File: config.mk
export PLATFORM = sky130hd
export DESIGN_NAME = bcd_stopwatch_n
export DESIGN_NICKNAME = d
export VERILOG_FILES = /design/src/rtl/bcd_stopwatch_n_pkg.sv /design/src/rtl/bcd_stopwatch_n_digit.sv /design/src/rtl/bcd_stopwatch_n.sv
export SDC_FILE = /design/constraint.sdc
export NUM_CORES = 1
export LEC_CHECK = 0
export BUFFER_PORTS_ARGS = -buffer_cell sky130_fd_sc_hd__buf_2
export CAP_MARGIN = 0
export CORE_UTILIZATION = 40
export DETAILED_ROUTE_END_ITERATION = 6
export GPL_ROUTABILITY_DRIVEN = 0
export PLACE_DENSITY = 0.69
export SYNTH_ARGS = -nofsm -noshare
export SYNTH_HDL_FRONTEND = slang
export SYNTH_SLANG_ARGS = --single-unit
export TNS_END_PERCENT = 10
File: constraint.sdc
create_clock -name clk -period 2 [get_ports clk]
set_clock_uncertainty 0.1 [all_clocks]
set_input_delay 0 -clock clk [delete_from_list [all_inputs] [get_ports clk]]
set_output_delay 0 -clock clk [all_outputs]
set_load 0.005 [all_outputs]
File: src/rtl/bcd_stopwatch_n_pkg.sv
// Shared definitions for the typing-test stopwatch datapath and the game FSM.
package bcd_stopwatch_n_pkg;

  typedef enum logic [1:0] {
    IDLE   = 2'd0,
    RUN    = 2'd1,
    PAUSED = 2'd2,
    FULL   = 2'd3
  } state_t;

  // 100 MHz clock, 10 Hz LSD rate
  localparam int unsigned DEFAULT_CLKS_PER_TICK = 10_000_000;
  localparam logic [3:0]  BCD_MAX               = 4'd9;

endpackage

File: src/rtl/bcd_stopwatch_n_digit.sv
// One BCD digit, 0..9. carry_out is a pure function of inc_in and the digit,
// so the saturation hold never feeds back into the carry chain.
module bcd_digit
  import bcd_stopwatch_n_pkg::*;
(
  input  logic       clk,
  input  logic       rst,
  input  logic       clear,
  input  logic       inc_in,
  input  logic       hold,
  output logic [3:0] digit,
  output logic       carry_out
);

  assign carry_out = inc_in && (digit == BCD_MAX);

  always_ff @(posedge clk) begin
    if (rst || clear) begin
      digit <= '0;
    end else if (inc_in && !hold) begin
      digit <= (digit == BCD_MAX) ? '0 : digit + 4'd1;
    end
  end

endmodule

File: src/rtl/bcd_stopwatch_n.sv
// NUM_DIGITS-digit BCD stopwatch: run/pause/clear control, prescaler,
// ripple digit chain, lap snapshot and saturate-or-wrap overflow.
module bcd_stopwatch_n
  import bcd_stopwatch_n_pkg::*;
#(
  parameter int unsigned NUM_DIGITS    = 4,
  parameter int unsigned CLKS_PER_TICK = DEFAULT_CLKS_PER_TICK,
  parameter bit          SATURATE      = 1'b1
) (
  input  logic                    clk,
  input  logic                    rst,
  input  logic                    clear,
  input  logic                    start,
  input  logic                    stop,
  input  logic                    freeze,
  output logic                    running,
  output logic                    tick,
  output logic [4*NUM_DIGITS-1:0] digits_out,
  output logic [4*NUM_DIGITS-1:0] snap_out,
  output logic                    snap_valid,
  output logic                    overflow
);

  localparam int unsigned   PW        = $clog2(CLKS_PER_TICK);
  localparam logic [PW-1:0] PRESC_MAX = PW'(CLKS_PER_TICK - 1);

  state_t        state;
  logic [PW-1:0] presc;
  logic          wrap;
  logic          all9;
  logic          sat_hit;

  // Increment request: stop, clear and rst all veto the wrap cycle.
  assign wrap    = (state == RUN) && !rst && !clear && !stop && (presc == PRESC_MAX);
  assign sat_hit = SATURATE && all9;
  assign tick    = wrap && !sat_hit;
  assign running = (state == RUN);

  for (genvar k = 0; k < NUM_DIGITS; k++) begin : g_digit
    logic       inc;
    logic       carry;
    logic [3:0] d;

    if (k == 0) begin : g_lsd
      assign inc = wrap;
    end else begin : g_upper
      assign inc = g_digit[k-1].carry;
    end

    bcd_digit u_digit (
      .clk       (clk),
      .rst       (rst),
      .clear     (clear),
      .inc_in    (inc),
      .hold      (sat_hit),
      .digit     (d),
      .carry_out (carry)
    );

    assign digits_out[4*k +: 4] = d;
  end

  // Carry out of the top digit is the AND of the whole chain: all 9s and incrementing.
  assign all9 = g_digit[NUM_DIGITS-1].carry;

  always_ff @(posedge clk) begin
    if (rst || clear) begin
      state      <= IDLE;
      presc      <= '0;
      overflow   <= 1'b0;
      snap_out   <= '0;
      snap_valid <= 1'b0;
    end else begin
      if (freeze) begin
        snap_out   <= digits_out;
        snap_valid <= 1'b1;
      end
      overflow <= SATURATE ? overflow : 1'b0;

      case (state)
        IDLE, PAUSED: begin
          if (!stop && start) state <= RUN;
        end
        RUN: begin
          if (stop) begin
            state <= PAUSED;
          end else if (presc == PRESC_MAX) begin
            presc <= '0;
            if (all9) begin
              overflow <= 1'b1;
              if (SATURATE) state <= FULL;
            end
          end else begin
            presc <= presc + PW'(1);
          end
        end
        FULL: state <= FULL;
      endcase
    end
  end

endmodule

[Yosys cells after proc, flatten, opt, wreduce, memory -nomap -nowiden]
Cells that the tools add are included.
Storage, ports and cells
  output and inout bits: 36
  memories kept: 0
  word-level logic and storage cells: 59
  latch bits: 0
  bits of input ports: 6
  bits in read-only memories: 0
  bits in registers: 60
  RAM bits: 0
Cells by class
  multiply operators: 0
  add/sub/neg operators: 5
  reductions and logical operators: 23
  mux-type cells: 10
  order comparisons: 0
  equal/unequal tests: 11
  bitwise gates (word level): 1
  shift-type cells: 0
  divide/modulo/power cells: 0
Operator list (number)
  adder 24 x 1 -> 24 bit (second input constant): 1
  == test 24 bit (second input constant): 1
  2-to-1 mux 24 bit: 1
  adder 4 x 1 -> 4 bit (second input constant): 4
  == test 4 bit (second input constant): 4
  2-to-1 mux 4 bit: 4
  logical AND 1 bit: 13
  2-to-1 mux 2 bit: 4
  inequality test 3 x 2 -> 1 bit (second input constant): 2
  one-hot mux 2 bit (3 select lines): 1
  == test 2 bit (second input constant): 2
  zero test 1 bit: 4
  AND reduction 4 bit: 1
  AND reduction 3 bit: 1
  == test 2 x 1 -> 1 bit (second input constant): 1
  zero test 2 bit: 1
  inequality test 2 bit (second input constant): 1
  AND reduction 2 bit: 1
  OR reduction 2 bit: 1
  logical OR 1 bit: 1
  inverter 1 bit: 1

[Logic depth before layout (Yosys ltp)]
Gate-level depths: netlist of run 1.
  depth in word-level cells: 13
  depth in mapped cells: 6
  gate-level depth less buffers: 6

[Modules after synthesis]
Synthesis of run 1 repeated with hierarchy kept, for this count alone.
Second synthesis, totals
  cells, all modules: 320
  area total of the unflattened synthesis: 2795.2 um^2
Modules (own cells, without submodules)
  bcd_stopwatch_n: cells an instance 232, area each 1994.4 um^2, sequential area each 880.8 um^2, instances 1
  bcd_digit: cells an instance 22, area each 200.2 um^2, sequential area each 80.1 um^2, instances 4

[Least setup slack after synthesis of run 1]
No wires, ideal clock.
  kind: flip-flop to flip-flop
  start: reg presc[0]
  end: reg g_digit[3].u_digit.digit[1]
  slack: -72 ps
  path buffers: 0
  stages on the path, launching flop included: 7
  setup time: 70 ps
  arrival time: 1903 ps
  required time: 1830 ps
  cell sequence: dfxtp_1 ha_1 and3_2 nand2_4 or4_4 or4_1 a21oi_1
Between the ends
  cells in the longest elaborated chain, start to end: 8
Ends and longest elaborated chain
  start, declared: RTL line bcd_stopwatch_n.sv:28  | logic [PW-1:0] presc;
  start signal, assigned: RTL line bcd_stopwatch_n.sv:94  | presc <= presc + PW'(1);
  == test 24 bit (*): RTL line bcd_stopwatch_n.sv:34  | assign wrap = (state == RUN) && !rst && !clear && !stop && (presc == PRESC_MAX);
  logical AND 1 bit (*): RTL line bcd_stopwatch_n.sv:34
  logical AND 1 bit (*) (3 in series): RTL line bcd_stopwatch_n_digit.sv:15  | assign carry_out = inc_in && (digit == BCD_MAX);
  logical AND 1 bit: RTL line bcd_stopwatch_n_digit.sv:15
  zero test 1 bit: RTL line bcd_stopwatch_n_digit.sv:20  | end else if (inc_in && !hold) begin
  logical AND 1 bit (*): RTL line bcd_stopwatch_n_digit.sv:20
  end signal, assigned: RTL line bcd_stopwatch_n_digit.sv:21  | digit <= (digit == BCD_MAX) ? '0 : digit + 4'd1;
  end, declared: RTL line bcd_stopwatch_n_digit.sv:11  | output logic [3:0] digit,
Every way passes the cells marked *; elsewhere a longest branch is shown, timed or not.
A chain may end at the register's enable or synchronous reset.

[Worst setup path after layout of run 1]
  start: reg presc[21]
  end: reg g_digit[3].u_digit.digit[1]
Same word-level chain as after synthesis.

==> flow_metrics.tcl, run 1 <==
set metrics [dict create \
    synth_area_leaders "dfxtp_1, nor2_1, mux2i_1" \
    numClockSinks 60 \
    nets 443 \
    hold_viol 0 \
    core_area_sq_um 6870 \
    drv_slew 0 \
    cap_violations 0 \
    r2r_slack_ns -0.18 \
    crit_path_end "g_digit[3].u_digit.digit[1]" \
    slew-limit-headroom_pct 62.6 \
    detail-route-antenna-nets 0 \
    end_kind "flip-flop" \
    yosys_warnings 0 \
    outcome "finished, violations left" \
    grt_max_degree 29 \
    cpPeakStageDelay_ns 0.43 \
    period_share_pct 109 \
    drtPass1Iterations 4 \
    stdcell_area_sq_um 4060 \
    p_leak_uw 0.00173 \
    place_ws_ns -0.123 \
    synth_area_sq_um 2870 \
    arrival_ns 2.35 \
    fin_util_pct 59.0 \
    critPathLaunchType "flip-flop" \
    synthFlopType "dfxtp_1" \
    die_w_microns 86.7 \
    route.detailed.wl_per_inst_microns 13.8 \
    rsz0062_at_grt "yes" \
    crit_slowest_cell "or4_4" \
    r2r_cells 6 \
    drive_above_1_share_pct 38.5 \
    detailed_place.area_sq_um 3640 \
    ys_types 55 \
    worstMarginPinSlew_ns 0.561 \
    clockBufferDepth 2 \
    num_antenna_cells 0 \
    synthArstFlopShare_pct 0 \
    path_common_cell "or4_4" \
    viasPerCell 5.16 \
    critical_path_class "reg -> reg" \
    globalRouteMet2Util_pct 33.3 \
    critPathRequiredTime_ns 2.17 \
    synth_seq_cells 60 \
    gr-max-usage-layer "met2" \
    ys_seq_area_share_pct 41.8 \
    antenna_found_initial 0 \
    critPathLaunch "presc[21]" \
    dr_total_vias 2773 \
    avgSynthCellArea_sq_um 8.91 \
    grt_first_pass_wirelength_mm 12.2 \
    grt_usage_pct 21.2 \
    synth_top_area_share_pct 41.8 \
    fp-row-count 30 \
    worstReg2RegStart "presc[21]" \
    min_path_type "in -> reg" \
    syn2layout_area_growth_pct 41.3 \
    clk_pin_slew_worst_paths_ns 0.07 \
    drc 0 \
    period_needed_ns 2.18 \
    io_buffers 41 \
    routed_wl_mm 7.41 \
    initial_utilization_pct 41.8 \
    die_h_microns 86.7 \
    violations "negative setup slack" \
    crit_chain "nor4b_4 > nand4b_1 > buf_4 > or4_4 > or4_4 > a21oi_2" \
    synth_fp_nets 329 \
    grt_pass1_vias 2613 \
    netlist_instances 322 \
    power_density_nw_per_um2 611 \
    met3_usage_pct 5.33 \
    yosysTopAreaCell "dfxtp_1" \
    tritoncts "done" \
    htree_levels 3 \
    critical_path.max_fanout 3 \
    cts_root_buffer "clkbuf_8" \
    cts_buffers 9 \
    io_pins 42 \
    reg2reg_to "g_digit[3].u_digit.digit[1]" \
    ir_worst_vdd_uv 382 \
    use_met1_pct 27.0 \
    overflow 0 \
    finalSetupViolations 8 \
    dieArea_sq_um 7520 \
    synth_edf_count 0 \
    hpwl_mm 5.28 \
    clock.fmax_mhz 459 \
    worst_slack_ns -0.179 \
    insertion_delay_ns 0.35 \
    drtIter0Drc 155 \
]
## sequential cells by signal, indices dropped and copies added (netlist names)
register               flops
overflow                   1
g_digit.u_digit.digit     16
state                      2
snap_valid                 1
snap_out                  16
presc                     24
## where the power goes
| part | leakage [uW] | switching [uW] | internal [uW] | total, uW |
|---|---|---|---|---|
| Clock | 0.000107 | 473 | 734 | 1210 |
| Combinational | 0.00114 | 42.5 | 29.8 | 72.2 |
| Sequential | 0.000486 | 1.14 | 1200 | 1200 |
## repair_timing
item                                    in CTS  in global routing
endpoints found under the hold margin        2                  0
endpoints found under the setup margin      10                 22
hold buffers                                 4                  0
setup buffers                                2                  2
resized for setup                           10                 15
pin swaps                                    6                  5
## critical path, delay by kind of cell, from the launching register on
| family | cells | cell delay [ns] |
|---|---|---|
| AO/OA/AOI/OAI | 1 | 0.14 |
| AND/OR/NAND/NOR | 4 | 1.35 |
| buffers and inverters | 1 | 0.18 |
| flip-flops | 1 | 0.33 |
## Yosys cell counts (5+ instances only)
cell type,number
dfxtp_1,60
nor2_1,49
nand2_1,25
mux2i_1,17
nand3_1,16
nand4_1,16
xor2_1,16
a21oi_1,14
xnor2_1,11
clkbuf_1,9
nor3_1,8
inv_1,6
nor4_1,6
o21ai_0,5
## stage by stage
step                      std cells  hold WS (ns)  total power [uW]  setup TNS (ns)
after floorplan                 322        0.0621              1270        -0.00768
after global placement          513         0.177              1290          -0.137
after detailed placement        513         0.182              1290          -0.490
after CTS                       535        0.0243              2500          -0.507
after global routing            537        0.0807              2570           -2.08
final                           537        0.0540              2480          -0.541
## worst min path at each step
stage,startpoint,end,slack (ns),cells past startpoint
2_1_floorplan,start,state[0],0.06,2
3_3_place_gp,start,state[0],0.18,3
3_5_place_dp,start,state[0],0.18,3
4_1_cts,clear,g_digit[2].u_digit.digit[2],0.02,4
5_1_grt,clear,g_digit[2].u_digit.digit[2],0.08,4
6_report,clear,g_digit[2].u_digit.digit[2],0.05,4
## routing by layer
metal | vias up | share of wire, %
met5 | - | 0
met4 | 0 | 2.0
met1 | 1317 | 47
met3 | 13 | 4.6
li1 | 1380 | -
met2 | 63 | 47
## logic make-up after synthesis
kind of cell / synth area share (%)
adder cells (fa/ha/maj): 0.436
AO/OA/AOI/OAI: 7.28
multiplexers: 5.93
buffers and inverters: 3.05
XOR/XNOR: 8.24
flip-flops: 41.8
AND/OR/NAND/NOR: 33.2
## layout by cell type, fill, tap and decap left out, types with 3 or more instances in the layout
cell type,n
a21oi_1,13
and3_1,3
and4b_1,3
buf_2,41
buf_4,70
clkbuf_8,10
dfxtp_1,54
dfxtp_2,6
dlygate4sd3_1,4
inv_1,6
mux2i_1,17
nand2_1,25
nand3_1,16
nand4_1,16
nor2_1,49
nor3_1,7
nor4_2,4
nor4_4,3
o21ai_0,4
or4_4,3
xnor2_1,11
xor2_1,16
## layout make-up
type / instances / area [sq um]
repair buffers: 116 / 782
flip-flops and latches: 60 / 1210
well taps: 96 / 120
clock buffers: 12 / 145
clock inverters: 4 / 72.6
multi-input cells: 243 / 1700
fillers: 576 / 2810
inverters: 6 / 22.5
Power figures use the tool's default switching activity.
==> run 2: changes to the inputs <==
--- a/config.mk
+++ b/config.mk
@@ -5,12 +5,12 @@
 export SDC_FILE = /design/constraint.sdc
 export NUM_CORES = 1
 export LEC_CHECK = 0
-export BUFFER_PORTS_ARGS = -buffer_cell sky130_fd_sc_hd__buf_2
 export CAP_MARGIN = 0
 export CORE_UTILIZATION = 40
 export DETAILED_ROUTE_END_ITERATION = 6
+export DONT_BUFFER_PORTS = 1
 export GPL_ROUTABILITY_DRIVEN = 0
-export PLACE_DENSITY = 0.69
+export PLACE_DENSITY = 0.63
 export SYNTH_ARGS = -nofsm -noshare
 export SYNTH_HDL_FRONTEND = slang
 export SYNTH_SLANG_ARGS = --single-unit
==> run 2 against run 1 <==
Effect of this change: the flow still finishes with violations (negative setup slack); register-to-register slack improved by 0.05 ns; total power fell by 4.2%; combinational power fell by 2%; die area did not move; largest cell class unchanged.
==> flow_metrics.tcl, run 2 (synthesis results as in run 1) <==
set metrics [dict create \
    htree_levels 3 \
    end_kind "flip-flop" \
    outcome "finished, violations left" \
    slew-limit-headroom_pct 29.9 \
    cpPeakStageDelay_ns 0.50 \
    initial_utilization_pct 41.8 \
    min_path_type "in -> reg" \
    rsz0062_at_grt "yes" \
    detail-route-antenna-nets 0 \
    p_int_uw 1830 \
    final_common_cell "buf_4" \
    crit_family "simple AND/OR/NAND/NOR gates" \
    clock.fmax_mhz 471 \
    route.detailed.wl_per_inst_microns 14.5 \
    fin_util_pct 57.5 \
    die_w_microns 86.7 \
    critical_path_class "reg -> reg" \
    worst_slack_ns -0.124 \
    fp-row-count 30 \
    die_h_microns 86.7 \
    worstMarginPinSlew_ns 1.05 \
    power_density_nw_per_um2 601 \
    comb_power_share_pct 3.0 \
    core_area_sq_um 6870 \
    arrival_ns 2.31 \
    period_needed_ns 2.12 \
    p_leak_uw 0.00155 \
    tritoncts "done" \
    regMostFlops "presc" \
    mostFrequentLayoutCells "buf_4, dfxtp_1, nor2_1, nand2_1, mux2i_1" \
    crit_buf_inv 0 \
    grt_first_pass_wirelength_mm 12.1 \
    cts_buffers 9 \
    drc 0 \
    nets 409 \
    critPathLaunchType "flip-flop" \
    hpwl_mm 4.98 \
    grt_max_degree 37 \
    syn2layout_area_growth_pct 37.6 \
    grt_usage_pct 21.2 \
    routed_wl_mm 7.31 \
    dieArea_sq_um 7520 \
    ir_worst_vdd_uv 511 \
    cts_root_buffer "clkbuf_8" \
    hold_viol 0 \
    crit_slowest_cell "or4_4" \
    crit_chain "nor4b_4 > nand4b_1 > or4_4 > or4_4 > a21oi_2" \
    antenna_found_initial 1 \
    overflow 0 \
    path_common_cell "or4_4" \
    top_regs "presc: 24 flops, g_digit.u_digit.digit: 16 flops, snap_out: 16 flops" \
    clk_pin_slew_worst_paths_ns 0.07 \
    violations "negative setup slack" \
    p_clk_share_pct 46.6 \
    drive_above_1_share_pct 34.2 \
    drtIter0Drc 107 \
    finalSetupViolations 9 \
    io_pins 42 \
    detailed_place.area_sq_um 3480 \
    viasPerCell 5.25 \
    clockBufferDepth 2 \
    critical_path.max_fanout 4 \
    power_uw 2370 \
    dr_total_vias 2644 \
    period_share_pct 106 \
    pwr-share-seq_pct 50.5 \
    critPathRequiredTime_ns 2.18 \
    largest_reg_flops 24 \
    stdcell_area_sq_um 3950 \
    cap_violations 0 \
    insertion_delay_ns 0.35 \
    numClockSinks 60 \
    drtPass1Iterations 4 \
    p_switching_uw 542 \
    io_buffers 0 \
    drv_slew 0 \
    switching_share_pct 22.8 \
    grt_pass1_vias 2579 \
]
run 2: worst reg2reg max path: stages (launching register included):
cell and delay [ns]:
dfxtp_2 0.34, nor4b_4 0.31, nand4b_1 0.26, or4_4 0.50
or4_4 0.43, a21oi_2 0.13
run 2: final timing paths:
check | startpoint | depth (start not counted) | slack, ns | endpoint
min reg2reg | overflow | 2 | 0.37 | overflow
max reg2reg | presc[16] | 5 | -0.12 | g_digit[3].u_digit.digit[1]
min | rst | 5 | 0.20 | g_digit[0].u_digit.digit[1]
max | presc[16] | 5 | -0.12 | g_digit[3].u_digit.digit[1]
run 2: power by group through the flow:
| stage | clock network (uW) | registers (uW) | logic [uW] |
|---|---|---|---|
| global route | 1190 | 1200 | 77.6 |
| finish | 1100 | 1200 | 71.0 |
| CTS | 1130 | 1200 | 70.5 |
| floorplan | 0 | 1220 | 43.5 |
| detailed placement | 0 | 1220 | 49.5 |
| global placement | 0 | 1220 | 49.1 |
run 2: final cells by class:
cell class	count	area, sq um
diodes	1	2.50
clock inverters	6	63.8
clock buffers	10	138
fillers	588	2920
well taps	96	120
repair buffers	82	649
multi-input cells	243	1750
flip-flops and latches	60	1210
inverters	6	22.5
run 2: stage by stage:
stage	setup slack, ns	hold slack (ns)	TNS [ns]	std cells
after detailed placement	-0.142	0.0390	-0.484	476
final	-0.124	0.199	-0.580	504
after CTS	-0.0686	0.202	-0.265	502
after floorplan	-0.00768	0.0621	-0.00768	322
after global routing	-0.170	0.241	-1.12	504
after global placement	-0.117	0.0311	-0.192	476
run 2: repair_timing:
item	CTS	global route
hold endpoints to repair	28	0
gates cloned	0	0
gates resized for setup	12	18
buffers inserted	3	1
endpoints found under the setup margin	11	21
pin swaps	9	3
hold buffers	7	0
run 2: metal layers:
layer	share of wire, %	wire length (microns)	up-vias	global-route usage (%)
li1	-	-	1317	-
met1	48	3480	1230	26.4
met2	45	3270	78	32.9
met3	5.6	406	19	6.86
met4	2.1	150	0	10.6
met5	0	0	-	0
